## src/rtl/instr_sequencer_if.sv

```systemverilog
// instr_sequencer_if: start/instruction inputs and datapath control outputs of the sequencer.
interface instr_sequencer_if;
    logic        s;
    logic [15:0] instr;
    logic        w;
    logic        loada;
    logic        loadb;
    logic        loadc;
    logic        loads;
    logic        asel;
    logic        bsel;
    logic [1:0]  ALUop;
    logic [1:0]  shift;
    logic [2:0]  readnum;
    logic [2:0]  writenum;
    logic        write;
    logic        vsel;
    logic [15:0] datapath_in;
    logic        err;
    modport master (
        output s, instr,
        input  w, loada, loadb, loadc, loads, asel, bsel, ALUop, shift,
               readnum, writenum, write, vsel, datapath_in, err
    );
    modport slave (
        input  s, instr,
        output w, loada, loadb, loadc, loads, asel, bsel, ALUop, shift,
               readnum, writenum, write, vsel, datapath_in, err
    );
endinterface

```

## src/rtl/instr_sequencer.sv

```systemverilog
// instr_sequencer: Moore control FSM for a MOV/ADD/CMP/AND/MVN datapath.
// Define ISEQ_ILLEGAL_TRAP_EN to trap illegal instructions in HALT (err=1) instead of NOP.
module instr_sequencer (
    input logic               clk,
    input logic               reset,
    instr_sequencer_if.slave  bus
);
    typedef enum logic [2:0] {
        S_WAIT, S_DECODE, S_WRITE_IMM, S_GET_A, S_GET_B, S_ALU, S_WRITE_REG
`ifdef ISEQ_ILLEGAL_TRAP_EN
        , S_HALT
`endif
    } state_t;

    typedef struct packed {
        logic       w;
        logic       loada;
        logic       loadb;
        logic       loadc;
        logic       loads;
        logic       asel;
        logic       bsel;
        logic [1:0] alu_op;
        logic [1:0] shift;
        logic [2:0] readnum;
        logic [2:0] writenum;
        logic       write;
        logic       vsel;
        logic       err;
    } ctrl_t;

`ifdef ISEQ_ILLEGAL_TRAP_EN
    localparam state_t S_ILL = S_HALT;
`else
    localparam state_t S_ILL = S_WAIT;
`endif

    state_t      state_q, state_d;
    logic [15:0] ir_q, ir_d;
    ctrl_t       ctrl_q, ctrl_d;

    // Outputs are a pure function of (state, ir); evaluating it on the next
    // state lets the outputs be registered yet still track state_q exactly.
    function automatic ctrl_t ctrl_of(input state_t st, input logic [15:0] ir);
        ctrl_t c;
        logic  is_mov;
        logic  is_cmp;
        is_mov     = ir[15:13] == 3'b110;
        is_cmp     = !is_mov && ir[12:11] == 2'b01;
        c          = '0;
        c.w        = st == S_WAIT;
        c.loada    = st == S_GET_A;
        c.loadb    = st == S_GET_B;
        c.readnum  = st == S_GET_A ? ir[10:8] : st == S_GET_B ? ir[2:0] : 3'd0;
        c.write    = st == S_WRITE_IMM || st == S_WRITE_REG;
        c.vsel     = st == S_WRITE_IMM;
        c.writenum = st == S_WRITE_IMM ? ir[10:8] : st == S_WRITE_REG ? ir[7:5] : 3'd0;
        if (st == S_ALU) begin
            c.shift  = ir[4:3];
            c.alu_op = is_mov ? 2'b00 : ir[12:11];
            c.asel   = is_mov || ir[12:11] == 2'b11;
            c.loads  = is_cmp;
            c.loadc  = !is_cmp;
        end
`ifdef ISEQ_ILLEGAL_TRAP_EN
        c.err = st == S_HALT;
`endif
        return c;
    endfunction

    always_comb begin
        state_d = state_q;
        ir_d    = ir_q;
        case (state_q)
            S_WAIT: begin
                state_d = bus.s ? S_DECODE : S_WAIT;
                ir_d    = bus.s ? bus.instr : ir_q;
            end
            S_DECODE: state_d =
                (ir_q[15:13] == 3'b110 && ir_q[12:11] == 2'b10) ? S_WRITE_IMM :
                (ir_q[15:13] == 3'b110 && ir_q[12:11] == 2'b00) ? S_GET_B :
                (ir_q[15:13] == 3'b101 && ir_q[12:11] != 2'b11) ? S_GET_A :
                (ir_q[15:13] == 3'b101)                        ? S_GET_B : S_ILL;
            S_GET_A:     state_d = S_GET_B;
            S_GET_B:     state_d = S_ALU;
            S_ALU:       state_d = (ir_q[15:13] == 3'b101 && ir_q[12:11] == 2'b01) ? S_WAIT : S_WRITE_REG;
            S_WRITE_IMM: state_d = S_WAIT;
            S_WRITE_REG: state_d = S_WAIT;
`ifdef ISEQ_ILLEGAL_TRAP_EN
            S_HALT:      state_d = S_HALT;
`endif
            default:     state_d = S_WAIT;
        endcase
        ctrl_d = ctrl_of(state_d, ir_d);
    end

    always_ff @(posedge clk or posedge reset) begin
        if (reset) begin
            state_q  <= S_WAIT;
            ir_q     <= '0;
            ctrl_q   <= '0;
            ctrl_q.w <= 1'b1;
        end else begin
            state_q <= state_d;
            ir_q    <= ir_d;
            ctrl_q  <= ctrl_d;
        end
    end

    assign bus.w           = ctrl_q.w;
    assign bus.loada       = ctrl_q.loada;
    assign bus.loadb       = ctrl_q.loadb;
    assign bus.loadc       = ctrl_q.loadc;
    assign bus.loads       = ctrl_q.loads;
    assign bus.asel        = ctrl_q.asel;
    assign bus.bsel        = ctrl_q.bsel;
    assign bus.ALUop       = ctrl_q.alu_op;
    assign bus.shift       = ctrl_q.shift;
    assign bus.readnum     = ctrl_q.readnum;
    assign bus.writenum    = ctrl_q.writenum;
    assign bus.write       = ctrl_q.write;
    assign bus.vsel        = ctrl_q.vsel;
    assign bus.err         = ctrl_q.err;
    assign bus.datapath_in = {{8{ir_q[7]}}, ir_q[7:0]};
endmodule

```

## src/flat_wrapper.sv

```systemverilog
// flat-port wrapper written by rule: the top's interface ports become plain ports
module instr_sequencer_flat 
  (clk, reset, bus_s, bus_instr, bus_w, bus_loada, bus_loadb, bus_loadc, bus_loads, bus_asel, bus_bsel, bus_ALUop, bus_shift, bus_readnum, bus_writenum, bus_write, bus_vsel, bus_datapath_in, bus_err);
  instr_sequencer_if bus_i ();
  input logic clk;
  input logic reset;
  input wire logic [$bits(bus_i.s)-1:0] bus_s;
  input wire logic [$bits(bus_i.instr)-1:0] bus_instr;
  output wire logic [$bits(bus_i.w)-1:0] bus_w;
  output wire logic [$bits(bus_i.loada)-1:0] bus_loada;
  output wire logic [$bits(bus_i.loadb)-1:0] bus_loadb;
  output wire logic [$bits(bus_i.loadc)-1:0] bus_loadc;
  output wire logic [$bits(bus_i.loads)-1:0] bus_loads;
  output wire logic [$bits(bus_i.asel)-1:0] bus_asel;
  output wire logic [$bits(bus_i.bsel)-1:0] bus_bsel;
  output wire logic [$bits(bus_i.ALUop)-1:0] bus_ALUop;
  output wire logic [$bits(bus_i.shift)-1:0] bus_shift;
  output wire logic [$bits(bus_i.readnum)-1:0] bus_readnum;
  output wire logic [$bits(bus_i.writenum)-1:0] bus_writenum;
  output wire logic [$bits(bus_i.write)-1:0] bus_write;
  output wire logic [$bits(bus_i.vsel)-1:0] bus_vsel;
  output wire logic [$bits(bus_i.datapath_in)-1:0] bus_datapath_in;
  output wire logic [$bits(bus_i.err)-1:0] bus_err;
  assign bus_i.s = bus_s;
  assign bus_i.instr = bus_instr;
  assign bus_w = bus_i.w;
  assign bus_loada = bus_i.loada;
  assign bus_loadb = bus_i.loadb;
  assign bus_loadc = bus_i.loadc;
  assign bus_loads = bus_i.loads;
  assign bus_asel = bus_i.asel;
  assign bus_bsel = bus_i.bsel;
  assign bus_ALUop = bus_i.ALUop;
  assign bus_shift = bus_i.shift;
  assign bus_readnum = bus_i.readnum;
  assign bus_writenum = bus_i.writenum;
  assign bus_write = bus_i.write;
  assign bus_vsel = bus_i.vsel;
  assign bus_datapath_in = bus_i.datapath_in;
  assign bus_err = bus_i.err;
  instr_sequencer u_core (.clk(clk), .reset(reset), .bus(bus_i));
endmodule
```

## config.mk

```make
export PLATFORM = sky130hd
export DESIGN_NAME = instr_sequencer_flat
export DESIGN_NICKNAME = d
export VERILOG_FILES = /design/src/rtl/instr_sequencer_if.sv /design/src/rtl/instr_sequencer.sv /design/src/flat_wrapper.sv
export SDC_FILE = /design/constraint.sdc
export NUM_CORES = 1
export LEC_CHECK = 0
export BUFFER_PORTS_ARGS = -buffer_cell sky130_fd_sc_hd__clkbuf_2
export CAP_MARGIN = 20
export CORE_ASPECT_RATIO = 0.6
export CORE_MARGIN = 5
export CORE_UTILIZATION = 31
export CTS_CLUSTER_DIAMETER = 80
export DETAILED_ROUTE_END_ITERATION = 16
export MAX_ROUTING_LAYER = met4
export PLACE_DENSITY = 0.51
export SLEW_MARGIN = 20
export SYNTH_ARGS = -nofsm -noshare
export SYNTH_HDL_FRONTEND = slang
export SYNTH_SLANG_ARGS = --single-unit
```

## constraint.sdc

```tcl
create_clock -name clk -period 1.6 [get_ports clk]
set_input_delay 0.24 -clock clk [delete_from_list [all_inputs] [get_ports clk]]
set_output_delay 0.24 -clock clk [all_outputs]
set_load 0.01 [all_outputs]
```

==> reports/metrics.cfg, run 1 <==
[clocking]
cts.sinks=37
cts_max_path_buffers=2
worstSkewPairLatency_ns=0.28
ctsRootBufferMaster=clkbuf_8
numCtsBuffers=5
cts_tree=yes
ctsHoldBuffers=0
htreeDepth=2
clk_pin_slew_ns=0.07

[sta]
worst_slack_ns=0.0455
slew_violations=0
hold_ws_ns=0.0475
setup_tns_ns=0
setup_violations=0
hold_viol_final=0
min_period_over_period=0.972
period_minus_slack_ns=1.55
fin_skew_ns=0.00739
clock.fmax_ghz=0.643

[grt]
gr-total-overflow=0
grt_pass1_vias=1222
grt_pass1_wl_um=6020
antenna_found_initial=0
grt_usage=0.113
grt_max_degree=38

[routing]
dr.pass1.iters=4
drt_wl_total_um=3680
initialDrtViolationCount=146
vias=1158
vias_per_cell=4.44
drcViolationCount=0
drtAntennaViolNets=0
wl_per_cell_um=14.1

[run]
maxCapViolCount=0

[logic_synthesis]
synth_warnings=0
synthFlopType=dfrtp_1
ys_seq_area_frac=0.563
ys_async_sr_fraction=1.00
synth_edf_count=0
syn_inst=141
synth.cell_area_um2=1650
syn_area_per_cell_um2=11.7
ys_ff_latch=37
synth_cell_types=31

[critical_path]
setup.worst_path.start_class=flop
crit_path_max_incr_delay_ns=0.41
worstPathArrival_ns=1.71
worst_path_most_repeated_cell=buf_12
critPathKind=flop to flop
path_cells=nor4b_4, buf_12, buf_12, mux2_2
cp_max_fo=12
rrSetupSlack_ns=0.05
cp_slowest_cell=dfrtp_1
required_ns=1.76
end_kind=flop

[finish]
area_growth_syn_to_layout_pct=26.7
final_cell_mix=clkbuf_2 (52), dfrtp_1 (36), inv_1 (16)
finalNetCount=213
num_antenna_cells=0
drive_above_1_share=0.467
final_common_cell=clkbuf_2
fin_util=0.409

[placement]
place.gp.congestion=0.768
place_hpwl_um=2660
io_buffers=52
dp_slack_ns=-0.000547

[floorplan]
fp.dieArea_um2=6920
fp.dieW_um=104
io_pins=55
start_util=0.323
core_area_um2=5100
row_count=20
chipHeight_um=66.5

[power_and_ir_drop]
p_leak_nw=1.10
power_density_nw_per_um2=1940
power_w=0.00405
peakVddDrop_uv=670

[hold_path]
min_path_type=input pin to asynchronous set/reset pin

[outcome]
status=complete, no violations

## critical path, delay by kind of cell (launching register included)
family,cells,cell delay (ns)
buffers and inverters,2,0.32
DFF,1,0.41
muxes,1,0.33
and+or+nand+nor,1,0.37
## through the flow
| stage | std cells | area [µm²] |
|---|---|---|
| CTS | 258 | 2020 |
| floorplan | 142 | 1650 |
| finish | 261 | 2090 |
| global placement | 250 | 1910 |
| detailed placement | 250 | 1910 |
| global route | 261 | 2090 |
## area by class of cell
class / count / area [µm²]
fillers: 513 / 3020
flip-flops and latches: 37 / 927
multi-input cells: 68 / 526
repair buffers: 66 / 390
clock buffers: 7 / 96.3
well taps: 66 / 82.6
inverters: 16 / 60.1
clock inverters: 1 / 5.00
## sequential cells by signal (all words and copies together), names as in the netlist
register / flops
u_core.bus.w: 1
u_core.bus.vsel: 1
u_core.bus.write: 1
u_core.bus.readnum: 3
u_core.bus.loadc: 1
u_core.state_q: 3
u_core.bus.asel: 1
u_core.bus.loada: 1
u_core.bus.loads: 1
u_core.bus.writenum: 3
u_core.bus.ALUop: 2
u_core.bus.loadb: 1
u_core.ir_q: 16
u_core.bus.shift: 2
## Yosys cell counts (all sizes together) (4+ instances only)
library cell  count  area, µm²
dfrtp            36        901
buf              21        178
inv              16       60.1
mux2i            11        110
nand2             8       30.0
o22ai             6       37.5
a21oi             5       25.0
nor2              5       18.8
o21ai             5       25.0
mux2              4       45.0
nor2b             4       25.0
## logic make-up (layout without fill, tap and decap cells)
logic type / after synthesis / count (layout) / share of synthesized area
AOI/OAI and AO/OA: 18 / 18 / 0.0631
buffers and inverters: 37 / 90 / 0.144
DFF: 37 / 37 / 0.563
muxes: 15 / 15 / 0.0942
other: 1 / 2 / 0.00228
and+or+nand+nor: 33 / 33 / 0.133
## metal layers
layer	global-route usage	up-vias	routed length, µm
li1	-	559	-
met1	0.152	547	1770
met2	0.168	50	1650
met3	0.0300	2	231
met4	0.0339	0	27
met5	-	-	0
## where the power goes
part           internal [W]  total, W  switching (W)
Combinational      0.000866   0.00180       0.000932
Sequential          0.00129   0.00155       0.000261
Clock              0.000389  0.000700       0.000310
## timing repair
item / CTS / global route
buffers inserted: 0 / 3
resized for setup: 1 / 8
pin swaps: 0 / 2
endpoints found under the setup margin: 2 / 8
## final timing paths
| check | startpoint | depth (start not counted) | to |
|---|---|---|---|
| min in group clk | bus_instr[4] | 2 | u_core.ir_q[4] |
| max in group asynchronous | reset | 3 | u_core.bus.w |
| worst max-delay path | u_core.state_q[1] | 4 | u_core.ir_q[13] |
| worst min register to register | u_core.ir_q[1] | 2 | u_core.ir_q[1] |
| worst min-delay path | reset | 3 | u_core.bus.ALUop[1] |
| worst max register to register | u_core.state_q[1] | 4 | u_core.ir_q[13] |
Note: power is estimated with default switching activity, not from simulation.
==> inputs of run 2 (changes only) <==
==> constraint.sdc (replaced) <==
create_clock -name clk -period 1.6 [get_ports clk]
set_input_delay 0.08 -clock clk [delete_from_list [all_inputs] [get_ports clk]]
set_output_delay 0.08 -clock clk [all_outputs]
set_load 0.01 [all_outputs]
==> reports/metrics.cfg, run 2 (synthesized netlist as in run 1, its figures left out) <==
[sta]
min_period_over_period=0.971  ; about the same
slew_violations=0  ; unchanged
worst_slack_ns=0.0456  ; +0.000116 ns
hold_ws_ns=0.0351  ; -0.0124 ns
setup_violations=0  ; unchanged
hold_viol_final=0  ; unchanged
clock.fmax_ghz=0.643  ; about the same
period_minus_slack_ns=1.55  ; -0.000116 ns
fin_skew_ns=0.00778  ; +0.000385 ns

[critical_path]
cp_num_buf_inv=2  ; unchanged
reg2reg_depth=4  ; unchanged
required_ns=1.76  ; about the same
setup.worst_path.start_class=flop
path_delay_family=flip-flops
worstPathArrival_ns=1.71  ; about the same
crit_path_max_incr_delay_ns=0.41  ; about the same
critical_path.reg2reg.startpoint=u_core.state_q[1]
end_kind=flop
rrSetupSlack_ns=0.05  ; about the same
cp_max_fo=12  ; unchanged
worst_path_most_repeated_cell=buf_12
critPathKind=flop to flop
path_cells=nor4b_4, buf_12, buf_12, mux2_2
cp_slowest_cell=dfrtp_1
r2r_end=u_core.ir_q[13]

[finish]
final_cell_mix=clkbuf_2 (52), dfrtp_1 (36), inv_1 (16)
regMostFlops=u_core.ir_q
instances_no_fill=262  ; +0.38%
num_antenna_cells=0  ; unchanged
final_common_cell=clkbuf_2
area_growth_syn_to_layout_pct=27.4
largest_reg_flops=16  ; unchanged
final_area_um2=2100  ; +0.48%
drive_above_1_share=0.464  ; -0.00238
finalNetCount=214  ; +0.47%
fillers=512  ; -0.19%

[placement]
placed_area_um2=1910  ; unchanged
place_hpwl_um=2660  ; unchanged
place.gp.congestion=0.768  ; unchanged
io_buffers=52  ; unchanged
dp_slack_ns=-0.000547  ; unchanged
dp_cells=250  ; unchanged

[grt]
grt_pass1_wl_um=6050  ; +0.46%
antenna_found_initial=0  ; unchanged
gr-total-overflow=0  ; unchanged
grt_usage=0.114  ; +0.000437
grt_max_degree=38  ; unchanged
grt_pass1_vias=1231  ; +0.74%

[floorplan]
chipHeight_um=66.5  ; unchanged
row_count=20  ; unchanged
core_area_um2=5100  ; unchanged
io_pins=55  ; unchanged
start_util=0.323  ; unchanged
fp.dieW_um=104  ; unchanged
fp.dieArea_um2=6920  ; unchanged

[power_and_ir_drop]
power_w=0.00406  ; +0.12%
p_leak_nw=1.10  ; +0.38%
power_density_nw_per_um2=1930  ; -0.36%
peakVddDrop_uv=670  ; about the same

[clocking]
cts_max_path_buffers=2  ; unchanged
clk_pin_slew_ns=0.07  ; about the same
numCtsBuffers=5  ; unchanged
htreeDepth=2  ; unchanged
cts_tree=yes
cts.sinks=37  ; unchanged
worstSkewPairLatency_ns=0.28  ; about the same
ctsRootBufferMaster=clkbuf_8

[hold_path]
holdCritStartpoint=bus_instr[4]
min_to=u_core.ir_q[4]
hold_depth=2
min_path_type=input pin to flop

[outcome]
status=complete, no violations

[routing]
drtAntennaViolNets=0  ; unchanged
dr.pass1.iters=4  ; unchanged
drt_wl_total_um=3700  ; +0.54%
initialDrtViolationCount=143  ; -2.1%
wl_per_cell_um=14.1  ; +0.16%
vias=1167  ; +0.78%
vias_per_cell=4.45  ; +0.39%
drcViolationCount=0  ; unchanged

[run]
maxCapViolCount=0  ; unchanged

## run 2: cell types whose count changed in the layout (fill, tap and decap cells not counted), sizes merged
cell         delta
dlygate4sd3     +1
## run 2: layout make-up
| cell class | count | area, µm² | area share |
|---|---|---|---|
| sequential | 37 | 927 | 0.442 |
| multi-input combinational | 68 | 526 | 0.251 |
| timing repair buffer | 67 | 400 | 0.191 |
| clock buffer | 7 | 96.3 | 0.0459 |
| tap | 66 | 82.6 | 0.0394 |
| inverter | 16 | 60.1 | 0.0286 |
| clock inverter | 1 | 5.00 | 0.00239 |
## run 2: power breakdown
| part | internal [W] | leakage (nW) | switching, W |
|---|---|---|---|
| Sequential | 0.00129 | 0.472 | 0.000260 |
| Combinational | 0.000867 | 0.578 | 0.000934 |
| Clock | 0.000389 | 0.0542 | 0.000313 |
## run 2: worst max path at each step
stage	to	cells past startpoint	slack [ns]	startpoint
3_5_place_dp	u_core.bus.readnum[0]	4	-0.0005	u_core.ir_q[13]
2_1_floorplan	u_core.ir_q[13]	4	0.04	u_core.state_q[0]
3_3_place_gp	u_core.bus.readnum[0]	4	0.08	u_core.ir_q[12]
5_1_grt	u_core.bus.readnum[0]	4	-0.01	u_core.ir_q[12]
6_report	u_core.ir_q[13]	4	0.05	u_core.state_q[1]
4_1_cts	u_core.bus.asel	5	0.04	u_core.state_q[0]
## run 2: layer usage
metal	routed length, µm	track usage	part of all wire	vias up
li1	-	-	-	558
met1	1800	0.152	0.49	559
met2	1650	0.169	0.45	48
met3	220	0.0310	0.059	2
met4	27	0.0339	0.0073	0
met5	0	-	0	-
## run 2: per-stage QoR
step	util	setup TNS, ns
after CTS	0.397	0
after detailed placement	0.374	-0.000547
final	0.411	0
after global placement	0.374	0
after global routing	0.411	-0.0110
after floorplan	-	0
## run 2: what timing repair did
action	CTS	global route
pin swaps	0	2
endpoints found under the setup margin	2	8
endpoints found under the hold margin	36	0
hold buffers	1	0
gates resized for setup	1	8
buffers inserted	0	3
==> inputs of run 3 (changes only) <==
CORE_UTILIZATION = 39   (was 31)
PLACE_DENSITY = 0.63   (was 0.51)
clock period = 1.4 ns   (was 1.6 ns; I/O delays follow)
==> reports/metrics.cfg, run 3 (synthesized netlist as in run 1, its figures left out) <==
[critical_path]
required_ns=1.57  ; -0.19 ns
critPathKind=flop to flop
reg2reg_depth=5  ; +1
critical_path.reg2reg.startpoint=u_core.state_q[0]
rrSetupSlack_ns=-0.15  ; -0.19 ns
setup.worst_path.start_class=flop
r2r_end=u_core.bus.asel
critPathLaunch=u_core.state_q[0]
worstPathArrival_ns=1.72  ; about the same
cp_max_fo=6  ; -6
end_kind=flop

[routing]
drt_wl_total_um=3960  ; +7.0%
drtAntennaViolNets=0  ; unchanged
drcViolationCount=0  ; unchanged
dr.pass1.iters=4  ; unchanged
wl_per_cell_um=14.6  ; +3.1%
initialDrtViolationCount=44  ; -69%
vias=1248  ; +6.9%
vias_per_cell=4.59  ; +3.0%

[floorplan]
chipHeight_um=60.3  ; -9.2%
core_area_um2=4100  ; -20%
io_pins=55  ; unchanged
fp.dieW_um=93.9  ; -9.8%
row_count=18  ; -10%
start_util=0.402  ; +0.0792
fp.dieArea_um2=5660  ; -18%

[clocking]
worstSkewPairLatency_ns=0.30  ; +0.02 ns
cts_tree=yes
numCtsBuffers=5  ; unchanged
clk_pin_slew_ns=0.08  ; about the same
cts.sinks=37  ; unchanged
htreeDepth=2  ; unchanged
ctsRootBufferMaster=clkbuf_8
cts_max_path_buffers=2  ; unchanged

[grt]
grt_pass1_vias=1251  ; +1.6%
grt_pass1_wl_um=5790  ; -4.3%
grt_usage=0.142  ; +0.0284
antenna_found_initial=0  ; unchanged
gr-total-overflow=0  ; unchanged
grt_max_degree=38  ; unchanged

[finish]
largest_reg_flops=16  ; unchanged
final_area_um2=2330  ; +11%
fin_util=0.567  ; +0.157
final_cell_mix=clkbuf_2 (52), dfrtp_1 (35), buf_4 (21)
regMostFlops=u_core.ir_q
num_antenna_cells=0  ; unchanged
finalNetCount=230  ; +7.5%
final_common_cell=clkbuf_2
instances_no_fill=272  ; +3.8%
fillers=354  ; -31%
area_growth_syn_to_layout_pct=41.3
drive_above_1_share=0.571  ; +0.106

[placement]
dp_cells=252  ; +0.80%
place_hpwl_um=2710  ; +2.0%
io_buffers=52  ; unchanged
placed_area_um2=1980  ; +3.7%
place.gp.congestion=0.749  ; -2.5%
dp_slack_ns=-0.171  ; -0.170 ns

[hold_path]
holdCritStartpoint=bus_instr[3]
min_path_type=input pin to flop
hold_depth=2  ; unchanged
min_to=u_core.ir_q[3]

[sta]
slew_violations=0  ; unchanged
min_period_over_period=1.11  ; +0.135
setup_violations=30  ; +30
clock.fmax_ghz=0.645  ; +0.32%
fin_skew_ns=0.00752  ; -0.000260 ns
period_minus_slack_ns=1.55  ; -0.00500 ns
hold_viol_final=0  ; unchanged
worst_slack_ns=-0.149  ; -0.195 ns
setup_tns_ns=-1.94  ; -1.94 ns
rsz0062_at_grt=yes

[power_and_ir_drop]
peakVddDrop_uv=669  ; -0.19%
power_density_nw_per_um2=2290  ; +19%
p_leak_nw=1.21  ; +9.7%

[outcome]
status=finished with violations
failed_checks=setup timing

[run]
maxCapViolCount=0  ; unchanged

==> run 3: area by class of cell <==
| class | instances | area (µm²) | area share |
|---|---|---|---|
| Inverter | 16 | 60.1 | 0.0258 |
| Clock buffer | 6 | 82.6 | 0.0355 |
| Multi-Input combinational cell | 68 | 607 | 0.261 |
| Sequential cell | 37 | 928 | 0.399 |
| Clock inverter | 2 | 37.5 | 0.0161 |
| Tap cell | 60 | 75.1 | 0.0323 |
| Timing Repair Buffer | 83 | 536 | 0.230 |
==> run 3: metal layers <==
layer	wire length, µm	global-route usage
met5	0	-
met4	110	0.0905
met3	271	0.0397
met2	1840	0.211
met1	1740	0.173
==> run 3: critical path, cell delays in order (launching register included) <==
cell     delay, ns
dfrtp_1       0.41
nor4b_4       0.34
buf_6         0.20
mux2i_2       0.23
or2_0         0.14
a21oi_1       0.09
==> run 3: worst max-delay path by stage <==
stage,end,cells past startpoint
detailed placement,u_core.bus.readnum[1],4
finish,u_core.bus.asel,5
floorplan,u_core.bus.writenum[2],5
global route,u_core.bus.asel,5
CTS,u_core.bus.readnum[1],4
global placement,u_core.bus.readnum[1],4
==> run 3: where the power goes <==
group	switching, W	internal [W]	total, W
Combinational	0.00125	0.00133	0.00258
Sequential	0.000295	0.00148	0.00178
Clock	0.000400	0.000579	0.000980
==> run 3: stage by stage <==
stage          power [W]  hold slack, ns
2_1_floorplan    0.00324           0.187
3_3_place_gp     0.00376           0.176
3_5_place_dp     0.00382           0.184
4_1_cts          0.00508        0.000573
5_1_grt          0.00564        0.000738
6_report         0.00533        0.000876
==> run 3: repair_timing <==
action,4_1_cts,5_1_grt
gates resized for setup,18,16
pin swaps,5,6
endpoints found under the setup margin,26,33
hold buffers,3,0
buffers inserted,3,7
hold endpoints to repair,38,0
